File: config.mk
export PLATFORM = sky130hd
export DESIGN_NAME = instr_fetch_unit
export DESIGN_NICKNAME = d
export VERILOG_FILES = /design/src/rtl/instr_fetch_unit.sv
export SDC_FILE = /design/constraint.sdc
export NUM_CORES = 1
export LEC_CHECK = 0
export ABC_AREA = 1
export CAP_MARGIN = 10
export CELL_PAD_IN_SITES_DETAIL_PLACEMENT = 1
export CELL_PAD_IN_SITES_GLOBAL_PLACEMENT = 2
export CORE_ASPECT_RATIO = 0.9
export CORE_UTILIZATION = 30
export DETAILED_ROUTE_END_ITERATION = 10
export HOLD_SLACK_MARGIN = 0.15
export PLACE_DENSITY = 0.73
export SLEW_MARGIN = 10
export SYNTH_ARGS = -nofsm -noshare
export SYNTH_HDL_FRONTEND = slang
export SYNTH_SLANG_ARGS = --single-unit
File: constraint.sdc
create_clock -name clk -period 5.1 [get_ports clk]
set_clock_uncertainty 0.1 [all_clocks]
set_input_delay 0.51 -clock clk [delete_from_list [all_inputs] [get_ports clk]]
set_output_delay 0.51 -clock clk [all_outputs]
set_load 0.01 [all_outputs]
File: src/rtl/instr_fetch_unit.sv
// Sequential instruction fetcher: walks PC from start to last (inclusive, wrapping
// at MEM_DEPTH) and streams bytes through a small prefetch FIFO to the decoder.

module instr_fetch_unit_fifo #(
  parameter int DEPTH = 4,
  parameter int W     = 8,
  parameter int CW    = $clog2(DEPTH) + 1
) (
  input  logic          clk,
  input  logic          rst_n,
  input  logic          i_flush,
  input  logic          i_push,
  input  logic [W-1:0]  i_din,
  input  logic          i_pop,
  output logic [W-1:0]  o_dout,
  output logic [CW-1:0] o_cnt
);
  localparam int AW = (DEPTH > 1) ? $clog2(DEPTH) : 1;

  logic [W-1:0]  r_mem [DEPTH];
  logic [AW-1:0] r_wp, r_rp;
  logic [CW-1:0] r_cnt;

  // Storage carries no reset; the head is only observed while count is non-zero.
  always_ff @(posedge clk) begin
    if (i_push && !i_flush) r_mem[r_wp] <= i_din;
  end

  always_ff @(posedge clk or negedge rst_n) begin
    if (!rst_n) begin
      r_wp  <= '0;
      r_rp  <= '0;
      r_cnt <= '0;
    end else if (i_flush) begin
      r_wp  <= '0;
      r_rp  <= '0;
      r_cnt <= '0;
    end else begin
      if (i_push) r_wp <= r_wp + AW'(1);
      if (i_pop)  r_rp <= r_rp + AW'(1);
      case ({i_push, i_pop})
        2'b10:   r_cnt <= r_cnt + CW'(1);
        2'b01:   r_cnt <= r_cnt - CW'(1);
        default: r_cnt <= r_cnt;
      endcase
    end
  end

  assign o_dout = r_mem[r_rp];
  assign o_cnt  = r_cnt;
endmodule

module instr_fetch_unit #(
  parameter int MEM_DEPTH  = 128,
  parameter int FIFO_DEPTH = 4
) (
  input  logic       clk,
  input  logic       rst_n,
  input  logic       start,
  input  logic [7:0] start_addr,
  input  logic [7:0] last_addr,
  input  logic       abort,
  output logic [7:0] ram_address,
  output logic       ram_enable,
  input  logic [7:0] ram_data,
  output logic [7:0] instr,
  output logic       instr_valid,
  input  logic       instr_ready,
  output logic       busy,
  output logic       done
);
  localparam int            CW     = $clog2(FIFO_DEPTH) + 1;
  localparam logic [CW-1:0] FULL   = CW'(FIFO_DEPTH);
  localparam logic [7:0]    PC_MAX = 8'(MEM_DEPTH - 1);
  localparam logic [31:0]   MD     = 32'(MEM_DEPTH);

  typedef enum logic [1:0] {S_IDLE, S_FETCH, S_DRAIN, S_DONE} state_t;

  state_t        r_state, w_nxt;
  logic [7:0]    r_pc, r_last;
  logic [7:0]    w_start_m, w_last_m;
  logic [7:0]    w_head;
  logic [CW-1:0] w_cnt;
  logic          w_pop, w_fetch, w_load, w_at_last;

  assign w_start_m = 8'({24'b0, start_addr} % MD);
  assign w_last_m  = 8'({24'b0, last_addr} % MD);

  assign instr_valid = (w_cnt != '0);
  assign instr       = instr_valid ? w_head : '0;

  // Abort outranks everything: it suppresses the pop, the fetch and the start.
  assign w_pop     = instr_valid & instr_ready & ~abort;
  assign w_fetch   = (r_state == S_FETCH) & ~abort & ((w_cnt != FULL) | w_pop);
  assign w_load    = (r_state == S_IDLE) & start & ~abort;
  assign w_at_last = (r_pc == r_last);

  assign ram_enable  = w_fetch;
  assign ram_address = r_pc;
  assign busy        = (r_state != S_IDLE);
  assign done        = (r_state == S_DONE);

  instr_fetch_unit_fifo #(.DEPTH(FIFO_DEPTH), .W(8), .CW(CW)) u_fifo (
    .clk     (clk),
    .rst_n   (rst_n),
    .i_flush (abort),
    .i_push  (w_fetch),
    .i_din   (ram_data),
    .i_pop   (w_pop),
    .o_dout  (w_head),
    .o_cnt   (w_cnt)
  );

  always_ff @(posedge clk or negedge rst_n) begin
    if (!rst_n) r_state <= S_IDLE;
    else        r_state <= w_nxt;
  end

  always_comb begin
    w_nxt = r_state;
    if (abort) begin
      w_nxt = S_IDLE;
    end else begin
      case (r_state)
        S_IDLE:  if (start) w_nxt = S_FETCH;
        S_FETCH: if (w_fetch && w_at_last) w_nxt = S_DRAIN;
        // No pushes happen here, so the FIFO empties exactly when its last entry pops.
        S_DRAIN: if ((w_cnt == '0) || ((w_cnt == CW'(1)) && w_pop)) w_nxt = S_DONE;
        S_DONE:  w_nxt = S_IDLE;
        default: w_nxt = S_IDLE;
      endcase
    end
  end

  always_ff @(posedge clk or negedge rst_n) begin
    if (!rst_n) begin
      r_pc   <= '0;
      r_last <= '0;
    end else if (w_load) begin
      r_pc   <= w_start_m;
      r_last <= w_last_m;
    end else if (w_fetch && !w_at_last) begin
      r_pc   <= (r_pc == PC_MAX) ? 8'd0 : r_pc + 8'd1;
    end
  end
endmodule

# Word level (Yosys, flattened, before mapping)
# Memory sizes are Yosys's and may differ from the RTL's.
# Cells that the tools add are included.
# word_totals
reg_bits,24
mem_count,1
mem_bits_rw,32
# memory_table
name,words,width,rd,rd_ports_with_merged_regs,wr,line_no,source
u_fifo.r_mem,4,8,1,0,1,20,logic [W-1:0] r_mem [DEPTH];
# op_classes
n_eq_ne,12
add_sub_neg,5
reduce_logical,16
n_mux,17
bitwise,8
# op_table
cell,count
8-bit 2-to-1 mux,4
2-bit 2-to-1 mux,8
"3-bit inequality test, second input constant",3
"8-bit by 1-bit adder with 8-bit output, second input constant",1
8-bit by 7-bit == test with 1-bit output,1
"8-bit by 7-bit == test with 1-bit output, second input constant",1
2-bit case mux with 4 select lines,1
2-bit nonzero test,4
1-bit AND,6
"2-bit == test, second input constant",3
3-bit case mux with 2 select lines,1
3-bit nonzero test,2
"2-bit by 1-bit adder with 2-bit output, second input constant",2
"2-bit by 1-bit == test with 1-bit output, second input constant",2
1-bit logical AND,4
"3-bit by 1-bit adder with 3-bit output, second input constant",1
"3-bit by 1-bit == test with 1-bit output, second input constant",1
3-bit logical NOT,1
3-bit 2-to-1 mux,1
"3-bit by 2-bit inequality test with 1-bit output, second input constant",1
3-bit AND reduction,1
"3-bit by 1-bit subtractor with 3-bit output, second input constant",1
1-bit logical NOT,2
2-bit logical NOT,1
4 further kinds,5

# Depth between registers and ports, before layout
# Gate-level depths: netlist (run 1).
# depth
depth_word,9
ltp_mapped,12

# Hierarchy
# A second synthesis (run 1) with hierarchy kept.
# unflattened
hier_cells,323
hier_area_um2,2894.0
# by_module_without_submodules
module,instances,cells_each,area_each_um2,seq_area_each_um2
instr_fetch_unit_fifo,1,134,1639.1,1136.1
instr_fetch_unit,1,189,1255.0,425.4

# Worst setup path before layout (run 1)
# Ideal clock, no wire load.
# synth_path
path_type,reg2reg
from,"register u_fifo.r_cnt[0], in the netlist u_fifo.o_cnt[0]"
to,memory u_fifo.r_mem[0][0] (enable)
n_path_buf,0
path_slack_ps,3085
period_less_slack_ps,2015
setup_time_ps,371
stages_incl_launch_ff,10
arrival_ps,1544
cell_sequence,dfrtp_1 -> inv_1 -> ha_1 -> inv_2 -> nor2_8 -> nor2_8 -> nand2_4 -> nand2_1 -> nand2_1 -> nor2_1
# synth_via
elab_chain_len,8
# synth_lines
item,line_no,source
"start, declared",22,logic [CW-1:0] r_cnt;
"start signal, assigned",42,2'b10: r_cnt <= r_cnt + CW'(1);
"start signal, assigned",43,2'b01: r_cnt <= r_cnt - CW'(1);
"start signal, assigned",44,default: r_cnt <= r_cnt;
3-bit nonzero test,89,assign instr_valid = (w_cnt != '0);
1-bit AND (2 in series),93,assign w_pop = instr_valid & instr_ready & ~abort;
1-bit OR *,94,assign w_fetch = (r_state == S_FETCH) & ~abort & ((w_cnt != FULL) | w_pop);
1-bit AND *,94,
1-bit logical AND *,26,if (i_push && !i_flush) r_mem[r_wp] <= i_din;
1-bit 2-to-1 mux *,26,
1-bit 2-to-1 mux (implied by the code) *,26,
"end, declared",20,
# Mark *: on every way between the ends. The rest lies on a longest branch, timed or not.

# Worst setup path in the final report (run 1)
# layout_path
from,input abort
to,output ram_enable
# layout_via
elab_chain_len,4
# layout_lines
item,line_no,source
"start, declared",62,"input logic abort,"
1-bit NOT *,"93, 94",
1-bit AND,93,
1-bit OR,94,
1-bit AND *,94,
"end, declared",64,"output logic ram_enable,"
# Marked as above.

==> results.md, run 1 <==
- The flow ran to the end, and the final reports show no timing, DRC or antenna violations.
- The number of antenna diodes is 0.
- The remaining antenna violation count after routing is 0.
- Once the floorplan was initialized, standard cells occupied 31.64% of the core.
- The largest net degree at the start of global routing is 25.
- Summing all placed instances gives a cell area of 0.003516 mm².
- The cell type with the highest occurrence count on the critical path is clkdlybuf4s50_1.
- The cell area that synthesis handed to floorplanning was 0.002953 mm².
- The total overflow reported by the global router is 0.
- Setup repair after global routing left no endpoint under its margin.
- The number of filler instances in the final layout is 1119.
- The DRC violation total after the first TritonRoute iteration is 93.
- The number of sinks handled by clock tree synthesis is 56.
- The required time at the worst-slack endpoint is 4.49 ns.
- The cell type with the highest aggregate area in the netlist is edfxtp_1.
- The cell type group with the largest total delay on the critical path is buffers and inverters.
- The finished cells cover 0.003613 mm².
- STA puts the critical path data arrival time at 2.27 ns.
- The total of warnings raised by yosys is 0.
- In the synthesized netlist, the cells that appear most often are nand2_1, nor2_1, edfxtp_1, inv_1, o21ai_0.
- The CTS H-tree depth is 2.
- Measured along the y axis, the die boundary spans 96.12 µm.
- Port buffering added 46 buffers.
- The global-route wire length before repair is 11620 µm.
- Gates resized during post-CTS repair numbered 0.
- The number of global-route vias before repair is 2343.
- STA classifies the critical path startpoint as an input pin.
- The category of the most critical setup path is in -> out.
- The final-report setup violation count is 0.
- The highest metal layer with signal wires is met4.
- The number of setup buffers added after CTS is 0.
- The count of endpoints failing hold in the final timing report is 0.
- The initial antenna violation count is 0.
- The latest clock arrival within the worst-skew pair is 0.31 ns.
- The signal on the critical path passes through clkdlybuf4s50_1 -> nor2_1 -> a21boi_4 -> clkdlybuf4s50_1.
- The horizontal die dimension is 106.6 µm.
- nand2_1 is the most common cell in the netlist.
- The largest voltage drop on the vdd net is 0.1845 mV.
- For this run, the leading register cell type out of synthesis is edfxtp_1.
- The share of flip-flops with an asynchronous set or reset is 42.86%.
- The top-area cell type share of the netlist area is 32.54%.
- Summed over all cells, the static leakage comes to 0.001503 µW.
- The minimum period implied by the final worst setup slack is 2.875 ns.
- The net count reported at finish is 417.
- After detailed routing, the number of vias per cell comes to 4.528.
- The cell count after synthesis came out at 331.
- Detailed routing inserted a total of 2255 vias.
- The DRC violations left is 0.
- Global routing used 14.69% of the available tracks.
- After clock tree synthesis, the clock-pin slew on the worst setup and hold paths is 0.11 ns.
- The clock root buffer is clkbuf_8.
- The layout overhead on the synthesized area is 22.37%.
- The detailed-routing iteration count for the pre-antenna-repair pass is 4.
- The met1 wire length is 3426 µm.
- Yosys mapped a number of flops with a built-in enable equal to 32.
- The fraction of the cycle the final worst path needs is 56.38%.
- The total clock buffers created by CTS is 5.
- The final count of pins violating max slew was 0.
- In this run the worst path has a maximum fanout of 10.
- The estimated wirelength of the detail-placed design is 4933 µm.
- The post-route netlist has 6.649% of its cells at a drive strength greater than 1.
- At the pin with the least slew margin, the transition time is 0.8416 ns.
- The worst hold path belongs to the class reg -> reg.
- The accumulated negative setup slack is 0 ns.
- Averaged over all synthesized cells, the footprint is 8.921 µm².
- The routed length per placed instance is 13.85 µm.
- The total detailed-routing wirelength is 6895 µm.
- The total power density per cell area is 481.0 mW/mm².
- TritonCTS built the clock tree.
- On the worst path, the slowest cell contributes a delay of 0.62 ns.
- The largest individual stage delay along the critical path comes from the cell clkdlybuf4s50_1.
- After detailed routing, the met3 layer carries 211 µm of wire.
- After synthesis, the netlist uses 26 different library cells.
- The number of top-level pins is 49.
- The worst-case clock buffer depth is 2.
- The synthesized design contains 56 register bits.
- Across the run, the number of max-cap violations was 0.
- The core region is 0.009331 mm².
- For this design, the CTS-stage hold fixing added 0 buffers.
- The maximum clock frequency is 347.8 MHz.
- After floorplanning, the core was divided into 33 placement rows.
- The full die area is 0.01024 mm².
- The routed wire length on met2 is 3199 µm.
- The register area share after synthesis is 52.88%.
- The critical path endpoint category is an output port.
- The congestion estimate from routability-driven global placement came to 0.7341.
- The worst slew margin relative to its limit is 43.69%.
- Yosys attributes the largest share of cell area to edfxtp_1, dfrtp_1, nand2_1, nor2_1, ha_1.
- The net count of the mapped netlist is 373.
- The critical path contains buffers and inverters numbering 2 combined.
-- metrics by stage --
step	utilization (%)	setup slack (ns)	std cells	total power (µW)	hold slack, ns
floorplan	-	3.085	331	1189	0.1144
global placement	37.68	2.206	490	1478	0.3770
detailed placement	37.68	2.164	490	1497	0.3879
CTS	38.72	2.170	498	1771	0.4160
global route	38.72	2.024	498	1906	0.4376
finish	38.72	2.225	498	1738	0.4101
-- registers in the layout (all words and copies together) (netlist names) --
name,count
u_fifo.r_wp,2
ram_address,8
r_state,2
u_fifo.o_cnt,3
u_fifo.r_rp,2
r_last,7
u_fifo.r_mem,32
-- where the power goes --
part           switching, µW  internal [µW]
sequential               108            577
clock                    164            104
combinational            437            348
-- tightest hold or removal path: stages, from the launching register on --
cell and delay, ns:
dfrtp_1 0.38, nand2_1 0.06, nand2_1 0.05
-- layer usage --
layer | vias to the layer above | global-route usage (%)
met1 | 1067 | 19.75
met5 | - | 0
li1 | 1154 | -
met2 | 29 | 24.57
met3 | 5 | 2.776
met4 | 0 | 3.425
-- cell families after synthesis --
kind of cell | after synthesis | synth area share (%)
adder cells (fa/ha/maj) | 13 | 5.509
flip-flops | 56 | 52.88
AND/OR/NAND/NOR | 161 | 23.43
buffers and inverters | 44 | 6.398
XOR/XNOR | 10 | 2.966
AO/OA/AOI/OAI | 47 | 8.814
-- cells in the final DEF, fill, tap and decap left out --
| cell type | n |
|---|---|
| nand2_1 | 83 |
| clkbuf_8 | 5 |
| a21oi_1 | 14 |
| xor2_1 | 4 |
| nand2_4 | 2 |
| buf_4 | 2 |
| a21oi_2 | 1 |
| o21ai_1 | 4 |
| nand3_2 | 1 |
| o21ai_2 | 2 |
| nor2_2 | 1 |
| dfrtp_1 | 24 |
| a21boi_4 | 1 |
| inv_8 | 1 |
| nor2_8 | 2 |
| nand2_2 | 1 |
| inv_2 | 4 |
| nor2_1 | 48 |
| nand3_1 | 17 |
| xnor2_1 | 6 |
| clkdlybuf4s50_1 | 46 |
| ha_1 | 13 |
| inv_6 | 2 |
| edfxtp_1 | 32 |
| inv_1 | 29 |
| o21ai_0 | 25 |
| nor3_1 | 6 |
-- cell type report --
class	count	area (µm²)	area share, %
timing repair buffer	48	475.5	13.16
clock buffer	5	68.82	1.904
clock inverter	3	28.78	0.7964
inverter	33	123.9	3.428
sequential	56	1562	43.21
multi-input combinational	231	1202	33.28
tap	122	152.6	4.224
-- final timing paths --
check                                     endpoint  cells past startpoint  slack, ns            start
worst min register to register           r_last[5]                      2       0.41        r_last[5]
worst max register to register  u_fifo.r_mem[1][4]                      9       2.60  u_fifo.o_cnt[0]
max in group asynchronous           u_fifo.r_wp[1]                      2       4.20            rst_n
min in group asynchronous                r_last[1]                      2       0.44            rst_n
worst min-delay path                     r_last[5]                      2       0.41        r_last[5]
worst max-delay path                    ram_enable                      4       2.22            abort
(Power assumes the default switching activity.)
==> run 2, diff against run 1 <==
==> constraint.sdc (replaced) <==
create_clock -name clk -period 2.7 [get_ports clk]
set_clock_uncertainty 0.1 [all_clocks]
set_input_delay 0.27 -clock clk [delete_from_list [all_inputs] [get_ports clk]]
set_output_delay 0.27 -clock clk [all_outputs]
set_load 0.01 [all_outputs]
==> run 2 against run 1 <==
Compared with the run above: flip-flop and latch count did not move; sequential power is 87% higher; critical endpoint is now instr[2]; power is 87% higher; largest cell class unchanged.
==> results.md, run 2 (synthesis results as in run 1) <==
- Port buffering added 46 buffers.
- Measured in cells, the most critical reg-to-reg path has a length of 10.
- In the finished design, the share of the clock period the worst path needs comes to 90.01%.
- The number of sinks handled by clock tree synthesis is 56.
- The register with the most flip-flops in the layout has 32 of them.
- The critical path endpoint category is an output port.
- The peak fanout along the critical path is 18.
- The horizontal die dimension is 106.6 µm.
- The analysis attributes to cell leakage a power of 0.001546 µW.
- The number of clock buffers added by TritonCTS is 5.
- The source of the worst register-to-register timing path is u_fifo.o_cnt[0].
- The number of antenna diodes in the final layout is 0.
- The clock reaches the later pin of the worst-skew pair after 0.31 ns.
- The accumulated negative setup slack is 0 ns.
- At the end of routability-driven placement, the weighted congestion stood at 0.7400.
- The H-tree generated during clock tree synthesis spans 2 levels.
- After detailed routing, the average wire length per cell comes to 13.63 µm.
- The layout overhead on the synthesized area is 23.98%.
- Global routing finished with a remaining overflow of 0.
- After detailed routing, the total wire length is 6884 µm.
- For this run, the slowest stage of the critical path takes 0.56 ns.
- Setup repair after global routing left no endpoint under its margin.
- Detailed placement ended at an HPWL of 5212 µm.
- STA puts the critical path data arrival time at 2.06 ns.
- The initial antenna violation count was 0.
- The maximum clock frequency is 411.5 MHz.
- The die is 96.12 µm tall.
- The endpoint of the worst-slack reg-to-reg timing path is u_fifo.r_mem[2][3].
- The number of global-route vias before repair is 2272.
- Following the worst setup path forward leads to its endpoint at instr[2].
- In the final layout, the share of cells above drive strength 1 is 8.355%.
- In the global route stage, overall resource usage came out at 14.40%.
- The worst slew margin relative to its limit is 72.63%.
- The slew of the pin with the lowest slew margin is 0.4101 ns.
- The worst setup path is launched from a flip-flop.
- The clock-pin slew of the registers on the worst-case setup and hold paths is 0.10 ns.
- The core region is 0.009331 mm².
- In the layout the commonest cells are nand2_1, nor2_1, clkdlybuf4s50_1, edfxtp_1, inv_1.
- The clock root buffer is clkbuf_8.
- The TritonCTS clock tree is yes.
- For this design the ratio of total power to cell area is 887.9 mW/mm².
- The first global-routing pass estimated 11320 µm of wire.
- The count of endpoints failing hold in the final timing report is 0.
- The worst-case clock buffer depth is 2.
- The largest register by flop count is u_fifo.r_mem.
- The number of top-level pins is 49.
- The slowest stage of the critical path is the dfrtp_2 cell.
- The flow ran to the end, and the final reports show no timing, DRC or antenna violations.
- The signal on the critical path passes through inv_2 -> o21ai_0 -> a21oi_1 -> clkdlybuf4s50_1.
- The reported max-cap violation count is 0.
- The required time at the worst-slack endpoint is 2.33 ns.
- By startpoint and endpoint, the worst setup path is classified as reg -> out.
- The net count of the finished layout is 424.
- The full die area is 0.01024 mm².
- The worst path needs 2.430 ns of the cycle, external delays included.
- The timing startpoint of the critical path is u_fifo.r_rp[0].
- The starting utilization of the core area is 31.64%.
- The via density per instance is 4.507.
- The largest voltage drop on the vdd net is 0.3517 mV.
- The floorplan row count is 33.
- Entering global routing, the biggest net connects 25 pins.
- The utilization of the core after routing is 39.23%.
- The detailed router finished its first iteration with 63 violations.
- The most frequent standard cell in the layout excluding fill and tap cells is nand2_1.
- The final-report setup violation count is 0.
- The final count of pins violating max slew is 0.
- The remaining antenna violation count after routing is 0.
- The detailed-routing iteration count for the pre-antenna-repair pass is 4.
- In this run the worst hold path is classified as in -> async.
- The setup slack of the most critical reg-to-reg path is 0.63 ns.
- The DRC violations left is 0.
- The final route contains 2276 vias.
==> run 2: area by class of cell <==
type | instances | area [µm²]
Clock buffer | 6 | 72.57
Clock inverter | 2 | 16.27
Fill cell | 1120 | 5670
Inverter | 33 | 123.9
Multi-Input combinational cell | 231 | 1202
Sequential cell | 56 | 1563
Tap cell | 122 | 152.6
Timing Repair Buffer | 55 | 530.5
==> run 2: routing by layer <==
| metal | vias up | track usage (%) | routed length [µm] |
|---|---|---|---|
| met5 | - | 0 | 0 |
| met4 | 0 | 3.767 | 69 |
| met3 | 7 | 3.318 | 259 |
| met2 | 32 | 23.28 | 3140 |
| met1 | 1071 | 19.47 | 3415 |
| li1 | 1166 | - | - |
==> run 2: metrics by stage <==
step | total power [µW] | setup WS [ns] | cell area, µm² | cells | hold WS (ns)
3_5_place_dp | 2845 | 0.3741 | 3568 | 497 | 0.3802
2_1_floorplan | 2246 | 0.6851 | 2953 | 331 | -0.1256
5_1_grt | 3550 | 0.1275 | 3661 | 505 | 0.2533
6_report | 3251 | 0.2697 | 3661 | 505 | 0.2120
3_3_place_gp | 2812 | 0.4010 | 3568 | 497 | 0.3753
4_1_cts | 3310 | 0.02707 | 3657 | 505 | 0.2196
==> run 2: worst min-delay path by stage <==
stage | from | endpoint | slack [ns] | depth (start not counted)
6_report | rst_n | r_last[1] | 0.21 | 2
5_1_grt | rst_n | r_last[1] | 0.25 | 2
4_1_cts | rst_n | r_last[1] | 0.22 | 2
3_5_place_dp | r_last[5] | r_last[5] | 0.38 | 2
3_3_place_gp | r_last[5] | r_last[5] | 0.38 | 2
2_1_floorplan | rst_n | r_last[0] | -0.13 | 0
==> run 2: report_power, final <==
part | internal [µW] | total (µW) | switching [µW]
combinational | 671 | 1500 | 830
sequential | 1090 | 1280 | 195
clock | 185 | 465 | 279
==> run 2: critical path, delay by kind of cell, from the launching register on <==
kind / cells / cell delay [ns]
compound gates: 2 / 0.34
flops: 1 / 0.56
buf+inv: 2 / 0.85
==> run 2: repair_timing <==
item,4_1_cts,5_1_grt
endpoints found under the setup margin,0,9
gates resized for setup,0,2
buffers inserted,0,0
hold buffers,0,0
==> patch 1 (settings of run 1) <==
Change the parameter `FIFO_DEPTH` from 4 to 16.
--- a/src/rtl/instr_fetch_unit.sv
+++ b/src/rtl/instr_fetch_unit.sv
@@ -54,3 +54,3 @@
   parameter int MEM_DEPTH  = 128,
-  parameter int FIFO_DEPTH = 4
+  parameter int FIFO_DEPTH = 16
 ) (
Check against the original RTL: not equivalent (a bounded check fails within 10 cycles, from zero or initial values and one cycle with rst_n low).
==> patch 1 against run 1 <==
- sequential cell count is 102 higher
- wire length grew to 2.6 times the old value
- worst hold slack got worse by 0.024 ns
- via count is 120% higher
- area after synthesis increased by 140%
- power rose by 130%
- sequential share of layout area up 11 points
- cell area grew 130%
- die area rose by 140%
- setup slack lost 1.1 ns
- combinational power increased by 46%
- fmax decreased by 28%
==> patch 1: results (changes against run 1) <==
| Metric | Value |
|---|---|
| Share of cells above drive strength 1 | `7.99% (+1.3 points)` |
| Arrival time worst endpoint | `3.38 ns (+1.11 ns)` |
| Clk root buf | `clkbuf_16` |
| Clk tree area frac | `7.06% (+4.4 points)` |
| Sequential share of cell area | `54.6% (+11 points)` |
| Post-synthesis cell type count | `31 (+19%)` |
| Clk_buf instances | `17 (+12)` |
| GR Util met1 | `21.0% (+1.2 points)` |
| Most frequent cells after synthesis | `nand2_1, edfxtp_1, nor2_1, o21ai_0, a21oi_1` |
| Post-Route WL | `17.9 mm (+160%)` |
| Multi-In Gates | `439 (+90%)` |
| Max-slew headroom | `29.9% (-14 points)` |
| GR Layer Usage met3 | `3.54% (+0.76 points)` |
| Met2 Use GR | `25.8% (+1.3 points)` |
| Depth of the worst register-to-register path | `7 (-2)` |
| CP max FO | `19 (+9)` |
| Hold Path Class | `input pin to async pin` |
| Post-synth EDFFs | `128 (+300%)` |
| Mapped Nets | `699 (+87%)` |
| Sequential fraction of the synthesis area | `64.7% (+12 points)` |
| GRT Util Overall | `16.0% (+1.3 points)` |
| Worst skew pair latency | `0.43 ns (+0.12 ns)` |
| Fin nets | `743 (+78%)` |
| Gate power share | `28.5% (-17 points)` |
| Routed vias | `4910 (+120%)` |
| Largest net degree at the start of global routing | `66 (+160%)` |
| Peak supply drop | `235 uV (+27%)` |
| Met1 Wirelength | `8.40 mm (+150%)` |
| Met2 WL | `8.59 mm (+170%)` |
| P_int | `0.00262 W (+160%)` |
| Inverters | `34 (+3.0%)` |
| GPL Wtd Cong | `0.787 (+7.1%)` |
| Clock transition at path regs | `0.07 ns (-0.04 ns)` |
| H-tree depth | `4 (+2)` |
| P_leak | `3.12 nW (+110%)` |
| First-pass GRT wire length | `29.0 mm (+150%)` |
| Detailed Route Iter0 Violations | `280 (+200%)` |
| Status | `finished clean` |
| Fillers | `2565 (+130%)` |
| Max reg flops | `128 (+300%)` |
| Multi-input combinational area share | `26.3% (-6.9 points)` |
| # setup viols final | `0 (unchanged)` |
| Asr flop ratio synth | `19.0% (-24 points)` |
| Worst r2r dst | `u_fifo.r_mem[15][6]$_DFFE_PP_` |
| NonClk Buf Share | `5.83% (-7.3 points)` |
| Setup crit start kind | `register` |
| Routed length on met3 | `628 um (+200%)` |
| Ranking of synthesized cells by area | `edfxtp_1, dfrtp_1, nand2_1` |
| Critical-path top delay cell | `dfrtp_1` |
| Vias in the first global route | `5329 (+130%)` |
[patch 1: cell types whose count changed in the layout (fill, tap and decap cells not counted), moves of 17 or more]
cell and delta:
a21oi_1 +23, edfxtp_1 +96, nor2_1 +21, o21ai_0 +32, clkbuf_16 +17, nand2_1 +83
[patch 1: logic make-up (layout without fill, tap and decap cells)]
kind of cell / count (synthesis) / in the layout / share of synthesized area [%]
mux: 9 / 9 / 1.27
simple gates: 280 / 280 / 16.4
buf+inv: 59 / 116 / 4.09
xor+xnor: 15 / 15 / 1.85
fa+ha+maj: 14 / 14 / 2.47
flops: 158 / 158 / 64.7
compound gates: 121 / 121 / 9.22
[patch 1: stage by stage]
step	area (sq um)	setup slack, ns	instances
after floorplan	7100	2.93	656
after global placement	7820	1.47	983
after detailed placement	7820	1.42	983
after CTS	8410	0.979	1015
after global routing	8410	0.805	1015
final	8410	1.11	1015
[patch 1: worst min path at each step]
stage                                      from                          end  slack [ns]  cells after the start
final                                     rst_n  u_fifo.o_cnt[1]$_DFFE_PN0P_        0.39                      2
after global routing                      rst_n  u_fifo.o_cnt[1]$_DFFE_PN0P_        0.42                      2
after CTS                                 rst_n  u_fifo.o_cnt[1]$_DFFE_PN0P_        0.38                      2
after detailed placement  r_last[0]$_DFFE_PN0P_        r_last[0]$_DFFE_PN0P_        0.38                      2
after global placement    r_last[0]$_DFFE_PN0P_        r_last[0]$_DFFE_PN0P_        0.38                      2
after floorplan                           rst_n        r_last[0]$_DFFE_PN0P_        0.11                      0
[patch 1: power groups by stage]
stage                     sequential, W  combinational, W  clock (W)
after CTS                       0.00164           0.00117    0.00128
after global placement          0.00166           0.00113          0
final                           0.00163           0.00115    0.00125
after detailed placement        0.00166           0.00117          0
after global routing            0.00165           0.00131    0.00132
after floorplan                 0.00163          0.000779          0
==> patch 2 (config.mk and constraints of run 1) <==
Without the edit above. The 4 states of `state_t` get a one-hot encoding in 4 bits.
--- a/src/rtl/instr_fetch_unit.sv
+++ b/src/rtl/instr_fetch_unit.sv
@@ -76,3 +76,3 @@
 
-  typedef enum logic [1:0] {S_IDLE, S_FETCH, S_DRAIN, S_DONE} state_t;
+  typedef enum logic [3:0] {S_IDLE = 4'b0001, S_FETCH = 4'b0010, S_DRAIN = 4'b0100, S_DONE = 4'b1000} state_t;
 
Behaviour: same outputs for any inputs over 4 cycles, from zero or initial values and one cycle with rst_n low; so few cycles prove little.
==> patch 2 against run 1 <==
- area after synthesis decreased by 1.1%
- synthesized cell count decreased by 3.6%
- cell area increased by 2.5%
- worst hold slack improved by 0.030 ns
- setup slack got worse by 0.11 ns
- global-route usage increased by 0.26 points
- utilization increased by 1.1 points
- combinational power decreased by 32%
- power decreased by 6.5%
- sequential cell count increased by 2
- wire length decreased by 1.1%
- largest cell class unchanged
==> patch 2: results (changes against run 1) <==
| Metric | Value |
|---|---|
| Fin nets | `408 (-2.2%)` |
| GR Util met1 | `20.1% (+0.30 points)` |
| Detailed Route Iter0 Violations | `56 (-40%)` |
| Clock transition at path regs | `0.07 ns (-0.04 ns)` |
| CTS Buf Count | `9 (+4)` |
| Fillers | `1097 (-2.0%)` |
| Most frequent cells after synthesis | `nor2_1, nand2_1, inv_1, edfxtp_1, o21ai_0` |
| Status | `finished clean` |
| Post-placement cell count | `481 (-1.8%)` |
| Met1 Wirelength | `3.56 mm (+3.9%)` |
| Mapped Nets | `357 (-4.3%)` |
| Critical Path Max Stage Delay | `0.59 ns (-0.03 ns)` |
| Critical-path top delay cell | `dfrtp_1` |
| First-pass GRT wire length | `11.5 mm (-1.1%)` |
| CP max FO | `19 (+9)` |
| Share of cells above drive strength 1 | `9.07% (+2.4 points)` |
| P_leak | `1.58 nW (+4.8%)` |
| Complex-gate fraction of the synthesized area | `8.57% (-0.24 points)` |
| Ranking of synthesized cells by area | `edfxtp_1, dfrtp_1, nor2_1` |
| Post-synthesis cell type count | `29 (+12%)` |
| Arrival time worst endpoint | `2.37 ns (+0.10 ns)` |
| Asr flop ratio synth | `44.8% (+2.0 points)` |
| Met2 Use GR | `23.4% (-1.1 points)` |
| Pre-CTS setup slack | `2.06 ns (-0.107 ns)` |
| Fmax | `0.335 GHz (-3.7%)` |
| GR Layer Usage met3 | `3.08% (+0.30 points)` |
| Largest net degree at the start of global routing | `32 (+28%)` |
| Adder-Cell Fraction of Synth Area | `3.86% (-1.7 points)` |
| Worst hold slack | `0.440 ns (+0.0300 ns)` |
| Worst Setup EP | `instr[4]` |
| Sequential fraction of the synthesis area | `55.3% (+2.4 points)` |
-- patch 2: changes by cell type after synthesis, sizes merged, moves of 3 or more --
cell    before  now
nor2        51   61
nand3       18   21
inv         33   38
nor3         6    2
ha          13    9
clkbuf       4    1
xnor2        6    3
nand2       86   62
-- patch 2: area by class of cell --
type / instances / share of cell area (%)
timing repair buffer: 47 / 12.6
sequential: 58 / 43.6
tap: 122 / 4.12
inverter: 39 / 3.95
clock inverter: 6 / 2.20
clock buffer: 10 / 3.45
multi-input combinational: 215 / 30.1
-- patch 2: power breakdown --
group	internal, W	leakage (nW)	switching, W
Sequential	0.000554	0.612	0.0000825
Clock	0.000272	0.104	0.000181
Combinational	0.000253	0.860	0.000282
-- patch 2: worst reg2reg max path, delay by kind of cell, from the launching register on --
family	cells	cell delay, ns
flops	1	0.38
fa+ha+maj	1	0.24
simple gates	4	1.08
buf+inv	2	0.25
